===== src/rtl/storebuffer_mc.sv =====
// Multi-commit store buffer: in-order speculative stores, up to COMMIT_WIDTH
// commits per cycle, valid/ready drain to the D-cache and byte-wise load forwarding.
module storebuffer_mc #(
   parameter int unsigned SB_SIZE      = 4,
   parameter int unsigned COMMIT_WIDTH = 2,
   parameter int unsigned ADDR_WIDTH   = 32,
   parameter int unsigned DATA_WIDTH   = 32
) (
   input  logic                              clk,
   input  logic                              rst,
   input  logic                              flush_i,
   input  logic                              in_valid_i,
   output logic                              in_ready_o,
   input  logic [ADDR_WIDTH-1:0]             in_addr_i,
   input  logic [DATA_WIDTH-1:0]             in_data_i,
   input  logic [DATA_WIDTH/8-1:0]           in_strb_i,
   input  logic [$clog2(COMMIT_WIDTH+1)-1:0] commit_cnt_i,
   output logic                              out_valid_o,
   input  logic                              out_ready_i,
   output logic [ADDR_WIDTH-1:0]             out_addr_o,
   output logic [DATA_WIDTH-1:0]             out_data_o,
   output logic [DATA_WIDTH/8-1:0]           out_strb_o,
   input  logic [ADDR_WIDTH-1:0]             ld_addr_i,
   output logic [DATA_WIDTH-1:0]             fwd_data_o,
   output logic [DATA_WIDTH/8-1:0]           fwd_mask_o,
   output logic [$clog2(SB_SIZE):0]          count_o,
   output logic [$clog2(SB_SIZE):0]          committed_o
);

   localparam int unsigned STRB_W = DATA_WIDTH / 8;
   localparam int unsigned OFS    = $clog2(STRB_W);
   localparam int unsigned IDX_W  = $clog2(SB_SIZE);
   localparam int unsigned PTR_W  = IDX_W + 1;
   // Line-tag compare ignores the byte offset within a data word
   localparam logic [ADDR_WIDTH-1:0] TAG_MASK = ~ADDR_WIDTH'((64'd1 << OFS) - 64'd1);

   logic [PTR_W-1:0]      r_head;
   logic [PTR_W-1:0]      r_cmt;
   logic [PTR_W-1:0]      r_tail;
   logic [ADDR_WIDTH-1:0] r_addr [SB_SIZE];
   logic [DATA_WIDTH-1:0] r_data [SB_SIZE];
   logic [STRB_W-1:0]     r_strb [SB_SIZE];
   logic [SB_SIZE-1:0]    r_valid;

   logic [PTR_W-1:0]      w_count;
   logic [PTR_W-1:0]      w_committed;
   logic [PTR_W-1:0]      w_uncommitted;
   logic [PTR_W-1:0]      w_eff;
   logic [IDX_W-1:0]      w_head_idx;
   logic [IDX_W-1:0]      w_cmt_idx;
   logic [IDX_W-1:0]      w_tail_idx;
   logic [SB_SIZE-1:0]    w_kill;
   logic                  w_push;
   logic                  w_pop;

   assign w_count       = r_head - r_tail;
   assign w_committed   = r_cmt - r_tail;
   assign w_uncommitted = r_head - r_cmt;
   assign w_head_idx    = r_head[IDX_W-1:0];
   assign w_cmt_idx     = r_cmt[IDX_W-1:0];
   assign w_tail_idx    = r_tail[IDX_W-1:0];

   assign in_ready_o  = (w_count != PTR_W'(SB_SIZE)) && !flush_i;
   assign w_push      = in_valid_i && in_ready_o;
   assign out_valid_o = (w_committed != '0);
   assign w_pop       = out_valid_o && out_ready_i;

   assign out_addr_o  = r_addr[w_tail_idx];
   assign out_data_o  = r_data[w_tail_idx];
   assign out_strb_o  = r_strb[w_tail_idx];
   assign count_o     = w_count;
   assign committed_o = w_committed;

   // Commit advance, clamped to the entries that were uncommitted at cycle start
   always_comb begin
      w_eff = '0;
      if (!flush_i) begin
         if (32'(commit_cnt_i) < 32'(w_uncommitted)) begin
            w_eff = PTR_W'(commit_cnt_i);
         end else begin
            w_eff = w_uncommitted;
         end
      end
   end

   // Entries in [cmt, head) that a flush discards
   always_comb begin
      logic [IDX_W-1:0] v_ofs;
      v_ofs  = '0;
      w_kill = '0;
      for (int unsigned i = 0; i < SB_SIZE; i++) begin
         v_ofs     = IDX_W'(i) - w_cmt_idx;
         w_kill[i] = flush_i && ({1'b0, v_ofs} < w_uncommitted);
      end
   end

   // Walk oldest to youngest so the youngest matching byte wins
   always_comb begin
      logic [IDX_W-1:0] v_idx;
      v_idx      = '0;
      fwd_data_o = '0;
      fwd_mask_o = '0;
      for (int unsigned k = 0; k < SB_SIZE; k++) begin
         v_idx = w_tail_idx + IDX_W'(k);
         if (r_valid[v_idx] && (((r_addr[v_idx] ^ ld_addr_i) & TAG_MASK) == '0)) begin
            for (int unsigned b = 0; b < STRB_W; b++) begin
               if (r_strb[v_idx][b]) begin
                  fwd_mask_o[b]        = 1'b1;
                  fwd_data_o[b*8 +: 8] = r_data[v_idx][b*8 +: 8];
               end
            end
         end
      end
   end

   always_ff @(posedge clk) begin
      if (rst) begin
         r_head  <= '0;
         r_cmt   <= '0;
         r_tail  <= '0;
         r_valid <= '0;
         for (int unsigned i = 0; i < SB_SIZE; i++) begin
            r_addr[i] <= '0;
            r_data[i] <= '0;
            r_strb[i] <= '0;
         end
      end else begin
         if (flush_i) begin
            r_head <= r_cmt;
         end else if (w_push) begin
            r_head <= r_head + PTR_W'(1);
         end
         r_cmt <= r_cmt + w_eff;
         if (w_pop) begin
            r_tail <= r_tail + PTR_W'(1);
         end
         for (int unsigned i = 0; i < SB_SIZE; i++) begin
            if (w_kill[i]) begin
               r_valid[i] <= 1'b0;
            end
         end
         if (w_pop) begin
            r_valid[w_tail_idx] <= 1'b0;
         end
         if (w_push) begin
            r_valid[w_head_idx] <= 1'b1;
            r_addr[w_head_idx]  <= in_addr_i;
            r_data[w_head_idx]  <= in_data_i;
            r_strb[w_head_idx]  <= in_strb_i;
         end
      end
   end

endmodule


===== config.mk =====
export PLATFORM = sky130hd
export DESIGN_NAME = storebuffer_mc
export DESIGN_NICKNAME = d
export VERILOG_FILES = /design/src/rtl/storebuffer_mc.sv
export SDC_FILE = /design/constraint.sdc
export NUM_CORES = 1
export LEC_CHECK = 0
export BUFFER_PORTS_ARGS = -buffer_cell sky130_fd_sc_hd__buf_2
export CAP_MARGIN = 20
export CELL_PAD_IN_SITES_DETAIL_PLACEMENT = 0
export CELL_PAD_IN_SITES_GLOBAL_PLACEMENT = 1
export CORE_ASPECT_RATIO = 0.7
export CORE_MARGIN = 4
export CORE_UTILIZATION = 51
export CTS_BUF_LIST = sky130_fd_sc_hd__clkbuf_2 sky130_fd_sc_hd__clkbuf_4 sky130_fd_sc_hd__clkbuf_8
export CTS_CLUSTER_SIZE = 12
export DETAILED_ROUTE_END_ITERATION = 16
export PLACE_DENSITY = 0.8
export SYNTH_ARGS = -nofsm -noshare
export SYNTH_HDL_FRONTEND = slang
export SYNTH_SLANG_ARGS = --single-unit

===== constraint.sdc =====
create_clock -name clk -period 7 [get_ports clk]
set_input_delay 2.1 -clock clk [delete_from_list [all_inputs] [get_ports clk]]
set_output_delay 2.1 -clock clk [all_outputs]
set_load 0.02 [all_outputs]

==> metrics.md <==
| Metric | Value |
|---|---|
| CP max FO | 36 |
| CP Data Required Time | 4.90 ns |
| Worst reg2reg setup slack | 2.80 ns |
| Largest family of logic cells by synthesized area | multiplexers |
| Max-cap violations | 0 |
| P_leak | 0.008381 uW |
| Clk_skew | 0.01528 ns |
| Post-synthesis net count | 1,707 |
| CTS clock-pin slew for the worst setup and hold paths | 0.06 ns |
| PnR Total Power | 8560 uW |
| Least-Margin Pin Slew | 0.9730 ns |
| Initial Util | 0.5230 |
| Vias per cell | 6.756 |
| Mux contribution to synthesized area | 0.2920 |
| Drt pass-1 iters | 5 |
| Root Driver | clkbuf_8 |
| Total I/O pin count | 219 |
| Syn. warnings | 0 |
| DRT iter0 DRCs | 1,890 |
| Fin. Hold Viols | 0 |
| Multi-input gate area | 11,850 um^2 |
| Global-route wire length before repair | 100,700 um |
| Gr usage total | 0.2975 |
| Layout cells sized above 1 | 0.3628 |
| Gr ovfl total | 0 |
| Status | complete, no violations |
| Core ar. | 40,220 um^2 |
| H-tree levels | 2 |
| Fillers | 3,186 |
| Worst endpoint data arrival time | 4.84 ns |
| Post-synthesis simple-gate area fraction | 0.1446 |
| Most frequent cells in the layout | and2_1, edfxtp_1, mux4_2, buf_2, xnor2_1 |
| Crit share post-route | 0.9921 |
| Reg2reg start | r_head[0] |
| VDD IR max | 0.5157 mV |
| Area of all sequential standard cells | 8483 um^2 |
| CTS tree | done |
| Netlist cell types | 63 |
| Initial antenna violation count | 13 |
| Most common cell after layout, fill and taps aside | and2_1 |
| Row count | 61 |
| Dpl hpwl | 44,010 um |
| Syn Std Cell Area | 21,040 um^2 |
| Register area share after synthesis | 0.4026 |
| Max Slew Vio Count | 0 |
| Endpoint, Worst Hold | r_head[1] |
| Setup_tns | 0 ns |
| Pwr/cell area | 358.9 nW/um^2 |
| Clk sink count | 287 |
| Global placer's final weighted congestion | 0.9781 |
| CP Capture Type | output pin |
| Chip width | 250.7 um |
| # port buffers | 216 |
| Syn Inst Count | 1,577 |
| Synth async-reset ratio | 0 |
| Fin nets | 1,907 |
| Classification of the worst setup path | input port to output pin |
| Drt drc | 0 |
| Die area | 44,610 um^2 |
| Vias in the first global route | 15.83k |
| Xor and xnor area share after synthesis | 0.04943 |
| Worst-skew pair later-pin latency | 0.60 ns |
| ANT nets after route | 0 |
| Hold depth | 2 |
| WHS | 0.5761 ns |
| Routed WL | 66,790 um |
| CP startpoint kind | input port |
| Relative max-transition margin | 0.3513 |
| R2r endpoint | r_data[2][18] |
| Flops & latches, synth | 287 |
| Hold WC Path Type | flop to flop |
| Syn avg cell area | 13.34 um^2 |
| Routed WL per cell | 28.43 um |
| DIE HEIGHT | 177.9 um |
| P&R area growth vs syn | 13.40% |
| Ys flop type | edfxtp_1 |
| Fin crit period | 6.945 ns |
| Largest net degree at the start of global routing | 79 |
| Fmax | 144.0 MHz |
| Reg2reg path depth | 9 |
| EDFF count, synth | 272 |
| Final setup fails | 0 |
| Compound-Gate Fraction of Synth Area | 0.05740 |
| Post-Synth Adder-Cell Area | 0.01511 |
| Vias | 15.87k |
| Clock buffer count from CTS | 48 |
| Deepest clock path buffer count | 3 |
| Hold Path Origin | r_cmt[1] |
through the flow:
step / setup WS [ns] / util / cell area (um^2) / std cells
after floorplan: 0.3841 / - / 21040 / 1577
after global placement: 0.1813 / 0.5666 / 22790 / 2251
after detailed placement: 0.08341 / 0.5666 / 22790 / 2251
after CTS: 0.06979 / 0.5906 / 23760 / 2339
after global routing: -0.01114 / 0.5929 / 23850 / 2347
final: 0.05505 / 0.5930 / 23850 / 2349
synthesized netlist by cell type (all sizes together) (7+ instances only):
master / count / area share
nand2: 21 / 0.0037
dfxtp: 15 / 0.014
o21ai: 15 / 0.0036
edfxtp: 272 / 0.39
nor2: 59 / 0.011
and2: 278 / 0.083
o22ai: 7 / 0.0021
mux4: 238 / 0.25
mux2: 9 / 0.0048
buf: 70 / 0.020
inv: 21 / 0.0037
nand4: 23 / 0.0092
mux2i: 68 / 0.032
xnor2: 97 / 0.040
nor4: 46 / 0.016
o2111ai: 34 / 0.014
xor2: 19 / 0.0079
a221oi: 8 / 0.0033
a21oi: 15 / 0.0036
nand3: 51 / 0.012
a311oi: 33 / 0.014
clkbuf: 82 / 0.015
ha: 19 / 0.011
layer usage:
layer | global-route usage | up-vias | share of wire | wire (um)
met1 | 0.4255 | 8048 | 0.41 | 27140
met5 | 0 | - | 0.0022 | 146
li1 | - | 6680 | - | -
met3 | 0.08951 | 153 | 0.12 | 7884
met4 | 0.06676 | 22 | 0.023 | 1542
met2 | 0.4552 | 966 | 0.45 | 30080
kinds of logic after synthesis:
family | count (synthesis)
buffers and inverters | 173
multiplexers | 315
XOR/XNOR | 117
AO/OA/AOI/OAI | 153
adder cells (fa/ha/maj) | 23
AND/OR/NAND/NOR | 509
flip-flops | 287
power by group:
| part | internal [uW] | switching (uW) |
|---|---|---|
| sequential | 2060 | 234 |
| clock | 792 | 695 |
| combinational | 2270 | 2510 |
critical path, cell delays in order:
cell and delay [ns]:
buf_2 0.12, inv_1 0.09, and2_0 0.20, a311oi_1 0.34
nand4_1 0.36, or4_1 0.59, buf_12 0.22, o2111ai_1 0.26
a311oi_2 0.17, buf_4 0.20, buf_2 0.15
worst max-delay path by stage:
stage	from	endpoint	slack (ns)	depth (start not counted)
global route	ld_addr_i[9]	fwd_data_o[29]	-0.01	11
CTS	ld_addr_i[23]	fwd_data_o[29]	0.07	10
floorplan	ld_addr_i[23]	fwd_data_o[0]	0.38	9
finish	ld_addr_i[9]	fwd_data_o[29]	0.06	11
global placement	ld_addr_i[25]	fwd_data_o[29]	0.18	12
detailed placement	ld_addr_i[23]	fwd_data_o[29]	0.08	10
what timing repair did:
action	CTS	global route
endpoints found under the setup margin	19	11
cloned	0	0
setup buffers	4	7
resized for setup	5	5
pin swaps	0	1
hold buffers	0	0
area by class of cell:
| class | instances | area share |
|---|---|---|
| Clock buffer | 70 | 0.03488 |
| Tap cell | 535 | 0.02806 |
| Multi-Input combinational cell | 1117 | 0.4967 |
| Clock inverter | 14 | 0.003672 |
| Inverter | 21 | 0.003305 |
| Sequential cell | 287 | 0.3556 |
| Antenna cell | 3 | 0.0003147 |
| Timing Repair Buffer | 302 | 0.07742 |
flip-flops by register name, summed over array words and instances, names as in the netlist, named ones only:
| register | count |
|---|---|
| r_tail | 3 |
| r_head | 3 |
| r_valid | 4 |
| r_data | 128 |
| r_strb | 16 |
| r_addr | 128 |
| r_cmt | 3 |
(Power assumes the default switching activity.)
